--- config.mk ---
export PLATFORM = sky130hd
export DESIGN_NAME = updown_counter_param
export DESIGN_NICKNAME = d
export VERILOG_FILES = /design/src/rtl/updown_counter_param.sv
export SDC_FILE = /design/constraint.sdc
export NUM_CORES = 1
export LEC_CHECK = 0
export BUFFER_PORTS_ARGS = -buffer_cell sky130_fd_sc_hd__clkbuf_2
export CAP_MARGIN = 10
export CORE_AREA = 10 10 47 49
export DETAILED_ROUTE_END_ITERATION = 6
export DIE_AREA = 0 0 57 59
export GPL_TIMING_DRIVEN = 0
export PLACE_DENSITY = 0.62
export SLEW_MARGIN = 10
export SYNTH_ARGS = -nofsm -noshare
export SYNTH_HDL_FRONTEND = slang
export SYNTH_SLANG_ARGS = --single-unit
--- constraint.sdc ---
create_clock -name Clk -period 1.8 [get_ports Clk]
set_clock_uncertainty 0.1 [all_clocks]
set_input_delay 0.36 -clock Clk [delete_from_list [all_inputs] [get_ports Clk]]
set_output_delay 0.36 -clock Clk [all_outputs]
set_load 0.05 [all_outputs]
--- src/rtl/updown_counter_param.sv ---
// -----------------------------------------------------------------------------
// updown_counter_param
//
// Parametrised up/down counter with modulus, count enable, synchronous
// parallel load, combinational terminal count and registered wrap pulses.
// The count sequence is 0..MOD_MAX. WIDTH is legal in 2..32.
// MOD_MAX must satisfy 1 <= MOD_MAX <= 2**WIDTH-1.
//
// Optional feature, enabled by defining the macro COUNTER_SATURATE_EN:
//   adds input Sat (clamp at the ends instead of wrapping) and a sticky
//   registered output SatHit. The sticky flag is set by any clamp and is
//   cleared only by reset or Load. Without the macro the counter always wraps.
//
// Update priority on each rising Clk edge: reset > Load > En > hold.
// -----------------------------------------------------------------------------
module updown_counter_param #(
    parameter int unsigned      WIDTH   = 4,
    parameter logic [WIDTH-1:0] MOD_MAX = {WIDTH{1'b1}}
) (
    input  logic             Clk,
    input  logic             reset,
    input  logic             En,
    input  logic             UpOrDown,
    input  logic             Load,
    input  logic [WIDTH-1:0] LoadVal,
`ifdef COUNTER_SATURATE_EN
    input  logic             Sat,
    output logic             SatHit,
`endif
    output logic [WIDTH-1:0] Count,
    output logic             TermCnt,
    output logic             WrapUp,
    output logic             WrapDown
);

    // Modulus and constants widened by one bit so that MOD_MAX = 2**WIDTH-1
    // can be compared against an incremented value without overflow.
    localparam logic [WIDTH:0] MOD_MAX_EXT = {1'b0, MOD_MAX};
    localparam logic [WIDTH:0] ONE_EXT     = {{WIDTH{1'b0}}, 1'b1};

    // Loads above the modulus are clamped to MOD_MAX so the count never
    // leaves the legal sequence.
    function automatic logic [WIDTH-1:0] clamp_load(input logic [WIDTH-1:0] val);
        logic [WIDTH-1:0] res;
        if ({1'b0, val} > MOD_MAX_EXT) begin
            res = MOD_MAX;
        end else begin
            res = val;
        end
        return res;
    endfunction

    // State registers
    logic [WIDTH-1:0] count_r;
    logic             wrap_up_r;
    logic             wrap_dn_r;

    // Next-state and datapath signals
    logic [WIDTH-1:0] count_nxt_s;
    logic             wrap_up_nxt_s;
    logic             wrap_dn_nxt_s;
    logic [WIDTH:0]   count_ext_s;
    logic [WIDTH:0]   inc_ext_s;
    logic [WIDTH:0]   dec_ext_s;
    logic             at_max_s;
    logic             at_zero_s;
    logic             sat_mode_s;

    // Arithmetic is done one bit wider than the count. An increment that
    // exceeds the modulus means the count sits at MOD_MAX; a decrement that
    // borrows out of the top bit means the count sits at zero.
    assign count_ext_s = {1'b0, count_r};
    assign inc_ext_s   = count_ext_s + ONE_EXT;
    assign dec_ext_s   = count_ext_s - ONE_EXT;
    assign at_max_s    = (inc_ext_s > MOD_MAX_EXT);
    assign at_zero_s   = dec_ext_s[WIDTH];

`ifdef COUNTER_SATURATE_EN
    assign sat_mode_s = Sat;
`else
    assign sat_mode_s = 1'b0;
`endif

    // Next-state selection for the count and the wrap pulses.
    always_comb begin
        count_nxt_s   = count_r;
        wrap_up_nxt_s = 1'b0;
        wrap_dn_nxt_s = 1'b0;
        if (Load) begin
            count_nxt_s = clamp_load(LoadVal);
        end else if (En) begin
            if (UpOrDown) begin
                if (at_max_s) begin
                    if (sat_mode_s) begin
                        count_nxt_s = MOD_MAX;
                    end else begin
                        count_nxt_s   = {WIDTH{1'b0}};
                        wrap_up_nxt_s = 1'b1;
                    end
                end else begin
                    count_nxt_s = inc_ext_s[WIDTH-1:0];
                end
            end else begin
                if (at_zero_s) begin
                    if (sat_mode_s) begin
                        count_nxt_s = {WIDTH{1'b0}};
                    end else begin
                        count_nxt_s   = MOD_MAX;
                        wrap_dn_nxt_s = 1'b1;
                    end
                end else begin
                    count_nxt_s = dec_ext_s[WIDTH-1:0];
                end
            end
        end else begin
            count_nxt_s = count_r;
        end
    end

    // Count and wrap-pulse registers with asynchronous reset.
    always_ff @(posedge Clk or posedge reset) begin
        if (reset) begin
            count_r   <= {WIDTH{1'b0}};
            wrap_up_r <= 1'b0;
            wrap_dn_r <= 1'b0;
        end else begin
            count_r   <= count_nxt_s;
            wrap_up_r <= wrap_up_nxt_s;
            wrap_dn_r <= wrap_dn_nxt_s;
        end
    end

`ifdef COUNTER_SATURATE_EN
    logic sat_hit_r;
    logic sat_hit_nxt_s;
    logic clamp_s;

    // A clamp is a counting step that would have wrapped while Sat is set.
    assign clamp_s = ~Load & En & Sat & (UpOrDown ? at_max_s : at_zero_s);

    // Sticky clamp flag: Load clears it, a clamp sets it, otherwise it holds.
    always_comb begin
        sat_hit_nxt_s = sat_hit_r;
        if (Load) begin
            sat_hit_nxt_s = 1'b0;
        end else if (clamp_s) begin
            sat_hit_nxt_s = 1'b1;
        end else begin
            sat_hit_nxt_s = sat_hit_r;
        end
    end

    // Sticky clamp register with asynchronous reset.
    always_ff @(posedge Clk or posedge reset) begin
        if (reset) begin
            sat_hit_r <= 1'b0;
        end else begin
            sat_hit_r <= sat_hit_nxt_s;
        end
    end

    assign SatHit = sat_hit_r;
`endif

    // Terminal count looks one step ahead: high in the cycle before a wrap
    // (or clamp) would occur on the next edge.
    assign TermCnt  = En & ~Load & (UpOrDown ? at_max_s : at_zero_s);

    assign Count    = count_r;
    assign WrapUp   = wrap_up_r;
    assign WrapDown = wrap_dn_r;

endmodule

# After elaboration in Yosys (flattened, before gate mapping)
# Cells that the tools add are included.
totals:
  out_inout_bits: 7
  ff_bits: 6
op_classes:
  bitwise: 3
  n_lt_le_gt_ge: 1
  n_reduce_logical: 1
  n_addsub: 2
  n_mux: 14
op_table:
  columns: ["operator", "count"]
  rows:
  - ["$mux 4", 5]
  - ["$mux 1", 9]
  - ["$add 4x1->5 const B", 1]
  - ["$gt 5x4->1 const B", 1]
  - ["$sub 4x1->5 const B", 1]
  - ["$and 1x1->1", 2]
  - ["$reduce_bool 2->1", 1]
  - ["$not 1->1", 1]

# Longest topological paths before layout
logic_depth:
  word_depth: 6
  ltp_mapped: 6
  depth_no_buf: 6

# Least setup slack after synthesis
# No wires, ideal clock.
synth_timing:
  path_kind: "register to output"
  start: "register count_r[0] (netlist: Count[0])"
  end: "output TermCnt"
  n_path_buf: 0
  slack_ps: -1452
  stages_incl_launch_ff: 6
  arrival_time_ps: 2792
  path_cell_list: "dfrtp_1 inv_1 ha_1 nor3b_2 o2111ai_1 o21ai_0"
synth_via:
  elab_chain_len: 4
  elab_cells_between_ends: 5
  classes_between: "add/sub (2); order compare (1); mux (1); bitwise (1)"
synth_rtl:
  columns: ["element", "line_no", "rtl"]
  rows:
  - ["start: declaration", "54", "logic [WIDTH-1:0] count_r;"]
  - ["start signal: assignment", "123", "count_r <= {WIDTH{1'b0}};"]
  - ["start signal: assignment", "127", "count_r <= count_nxt_s;"]
  - ["$add 4x1->5", "73", "assign inc_ext_s = count_ext_s + ONE_EXT;"]
  - ["$gt 5x4->1", "75", "assign at_max_s = (inc_ext_s > MOD_MAX_EXT);"]
  - ["$mux 1 *", "167", "assign TermCnt = En & ~Load & (UpOrDown ? at_max_s : at_zero_s);"]
  - ["$and 1x1->1 *", "167", null]
  - ["end: declaration", "31", "output logic TermCnt,"]
# Mark *: on every way between the ends. The rest lies on a longest branch, timed or not.

# Worst setup path in the final report
# Ends and elaborated chain as after synthesis.

==> results.txt <==
The effective utilization at floorplan is about 35%. The chip height is 59 µm. The pin count of the biggest net entering global routing came out at 11.

The number of global-route vias before repair is 499. The filler cell count in the final layout is 143. The worst voltage drop across the vdd grid came out at 597 µV.

The root buffer selected by CTS is clkbuf_4. The design draws 557 µW. The standard-cell row count is 14. The maximum net fanout on the critical path came out at 6. The number of antenna diodes in the final layout is 0.

The fraction of power consumed by the clock network came out at 23.6%. The type of the worst min-delay path is input pin to register. The sequential share of the synthesized area is 30.3%. The checks that failed: setup timing.

The most critical setup path has its endpoint at TermCnt. The worst setup path is launched from a register. After detailed routing, the average wire length per cell comes to around 14 µm. Clock-pin slew was measured on the worst setup and hold paths at ~0.040 ns. The residual antenna-violating net count after detailed routing is 0. The critical path start-end classification is register to output port. The minimum clock period after layout is 2.24 ns. The max-capacitance violation count is 0. The minimum setup slack in the final design came out at -0.435 ns. The first-pass detailed-route iteration total is 4.

The synthesis-to-finish area growth is 49.7%. The number of H-tree levels is 1. The total wirelength of the detailed-routed design came out at 1390 µm. Counting every sink on the clock net gives 6. The required arrival time at the worst endpoint is 1.34 ns.

Counting along the longest clock path gives a buffer depth of 2. The number of top-level design ports came out at 16. The number of nets produced by synthesis is approximately 70. The area of the core came out at 1400 µm². In this run the static leakage power is 0.000331 µW. The power density over the cells is around 750 nW/µm². The wire length of the first global-routing pass came out at 2240 µm. The Yosys step of the flow raised 0 warnings. The number of DRC markers in iteration 0 is 11. The clock buffer count from CTS came out at 3. The mean number of vias per cell is slightly above 5. The finished layout holds 100 standard cells, fillers aside.

TritonCTS built the clock tree. Including well taps, the total number of placed cells is 89. The net switching power came out at 215 µW. Counting cells, the worst reg-to-reg path comes to 7. Once layout is complete, the utilization of the core stands at 52.9%. The endpoint identified for the worst register-to-register timing path is Count[0]$_DFFE_PP0P_.

Cell internal power was estimated by the tool at 342 µW. The number of failing setup endpoints in the final timing report is 2. Global routing consumed, over all layers together, 8.08% of the routing resources.

The setup check on the worst reg-to-reg path leaves a slack of -0.05 ns. The count of cell types in the netlist is 32. The actual slew at the worst max-slew pin came out at 0.468 ns. The proportion of total power due to net switching is around two fifths. In this run the tightest slew margin relative to its limit is around 69%. The startpoint of the worst register-to-register path is Count[0]$_DFFE_PP0P_. In this run, flip-flops and latches consume 29.3% of the power. The maximum clock frequency came out at 447 MHz. The residual DRC count is 0.

The count of nets after finishing is 97. The HPWL after detailed placement is between 900 and 1000 µm. The netlist area before placement came out at approximately 500 µm². The number of failing hold endpoints at the final stage is 0.

The cell count after synthesis came out at 60. Setup repair after global routing could not meet its margin everywhere. The critical path arrival is about 1.8 ns. The count of buffers inserted at the top-level ports came out at 13. The horizontal extent of the die came out at about 57 µm. STA classifies the critical path endpoint as an output port. The remaining global-route overflow came out at 0.

The register bit count reported by yosys came out at 6. The launching element of the worst setup path is Count[0]$_DFFE_PP0P_. The average footprint of a synthesized cell is 8.26 µm². The total via count in the routed design is 514. The die footprint is 3360 µm². The worst path uses 124% of the clock period.

The source-to-sink clock delay at the later pin of the worst-skew pair came out at 0.24 ns. The final-report max-slew violation count came out at 0. The combinational share of power came out at a little under half.

The flow ran to the end, but the final reports show violations. In the final layout, the share of cells above drive strength 1 is 45.2%. The number of antenna violations at the first check in global routing is 0.

Routability-driven placement finished with a final weighted congestion of 0.711.
-- power groups by stage --
| stage | clock network [µW] | registers (µW) | logic, µW |
|---|---|---|---|
| final | 132 | 163 | 262 |
| after global routing | 151 | 165 | 285 |
| after CTS | 138 | 163 | 256 |
| after detailed placement | 0 | 171 | 215 |
| after global placement | 0 | 170 | 215 |
| after floorplan | 0 | 207 | 133 |
-- cells in the final DEF, fill, tap and decap left out, types with 2 or more instances in the layout --
cell       n
a21oi_1    2
buf_4      6
clkbuf_1   4
clkbuf_2  12
clkbuf_4   3
dfrtp_1    4
inv_1      3
nand2_1    5
nor2_1     8
o211ai_1   2
-- kinds of logic after synthesis --
group	Yosys count	synth area share [%]
AO/OA/AOI/OAI	18	28.5
XOR/XNOR	1	1.77
flip-flops	6	30.3
AND/OR/NAND/NOR	23	23.5
adder cells (fa/ha/maj)	3	7.58
buffers and inverters	9	8.33
-- cell type report --
type                       instances  area (µm²)  share of cell area, %
buffer                             4        22.5                   3.04
clock buffer                       4        26.3                   3.54
inverter                           5        21.3                   2.87
multi-input combinational         45         367                   49.4
sequential                         6         155                   20.9
tap                               16        20.0                   2.70
timing repair buffer              20         130                   17.5
-- worst min-delay path by stage --
stage,startpoint,end,cells after the start
floorplan,reset,Count[2]$_DFFE_PP0P_,1
global placement,reset,Count[3]$_DFFE_PP0P_,2
detailed placement,reset,Count[3]$_DFFE_PP0P_,2
CTS,LoadVal[2],Count[2]$_DFFE_PP0P_,3
global route,LoadVal[2],Count[2]$_DFFE_PP0P_,3
finish,LoadVal[2],Count[2]$_DFFE_PP0P_,3
-- layer usage --
metal | up-vias | GRT usage (%) | wire, µm | part of all wire (%)
li1 | 263 | - | - | -
met1 | 238 | 9.51 | 613 | 44
met2 | 13 | 13.0 | 708 | 51
met3 | 0 | 4.29 | 71 | 5.1
met4 | 0 | 1.01 | 0 | 0
met5 | - | 0 | 0 | 0
-- critical path, cell delays in order (launching register included) --
cell and delay [ns]:
dfrtp_4 0.46, inv_4 0.06, ha_4 0.27, nor3b_4 0.23
o2111ai_4 0.16, o21ai_4 0.19, buf_8 0.16
-- per-stage QoR --
stage               area (µm²)  worst slack (ns)  setup TNS, ns  hold slack [ns]
finish                     742            -0.435         -0.483            0.231
global placement           624            -0.377         -0.402            0.158
global route               742            -0.524         -0.693            0.235
detailed placement         624            -0.381         -0.409            0.162
floorplan                  539            -0.328         -0.347           0.0509
CTS                        726            -0.466         -0.547            0.225
-- state kept, by name, indices dropped and copies added (netlist names) --
| register | cells |
|---|---|
| WrapUp | 1 |
| WrapDown | 1 |
| Count | 4 |
-- cell usage after synthesis (all sizes together) --
library cell,n,area [µm²]
and2,1,6.26
o21ai,2,10.0
a22o,1,8.76
o2111ai,1,8.76
a31oi,1,6.26
nor3b,1,12.5
o31ai,1,7.51
o211ai,2,15.0
nand4,1,6.26
nand2,5,18.8
a31o,1,8.76
nor2b,1,6.26
inv,5,18.8
o2bb2ai,1,8.76
nand3,1,5.00
nor2,8,30.0
xnor2,1,8.76
a21oi,3,18.8
clkbuf,3,11.3
nand2b,1,6.26
a21o,1,7.51
or2,1,8.76
o21bai,1,7.51
a41oi,1,8.76
nor3,2,10.0
ha,3,37.5
buf,1,11.3
a311o,1,10.0
or3,1,6.26
dfrtp,6,150
a221oi,1,15.0
-- timing repair --
action	in CTS	in global routing
endpoints found under the hold margin	6	0
pin swaps	2	4
hold buffers	1	0
setup endpoints to repair	2	5
setup buffers	5	3
resized for setup	4	3
No activity file was read; power rests on OpenSTA's default activity.
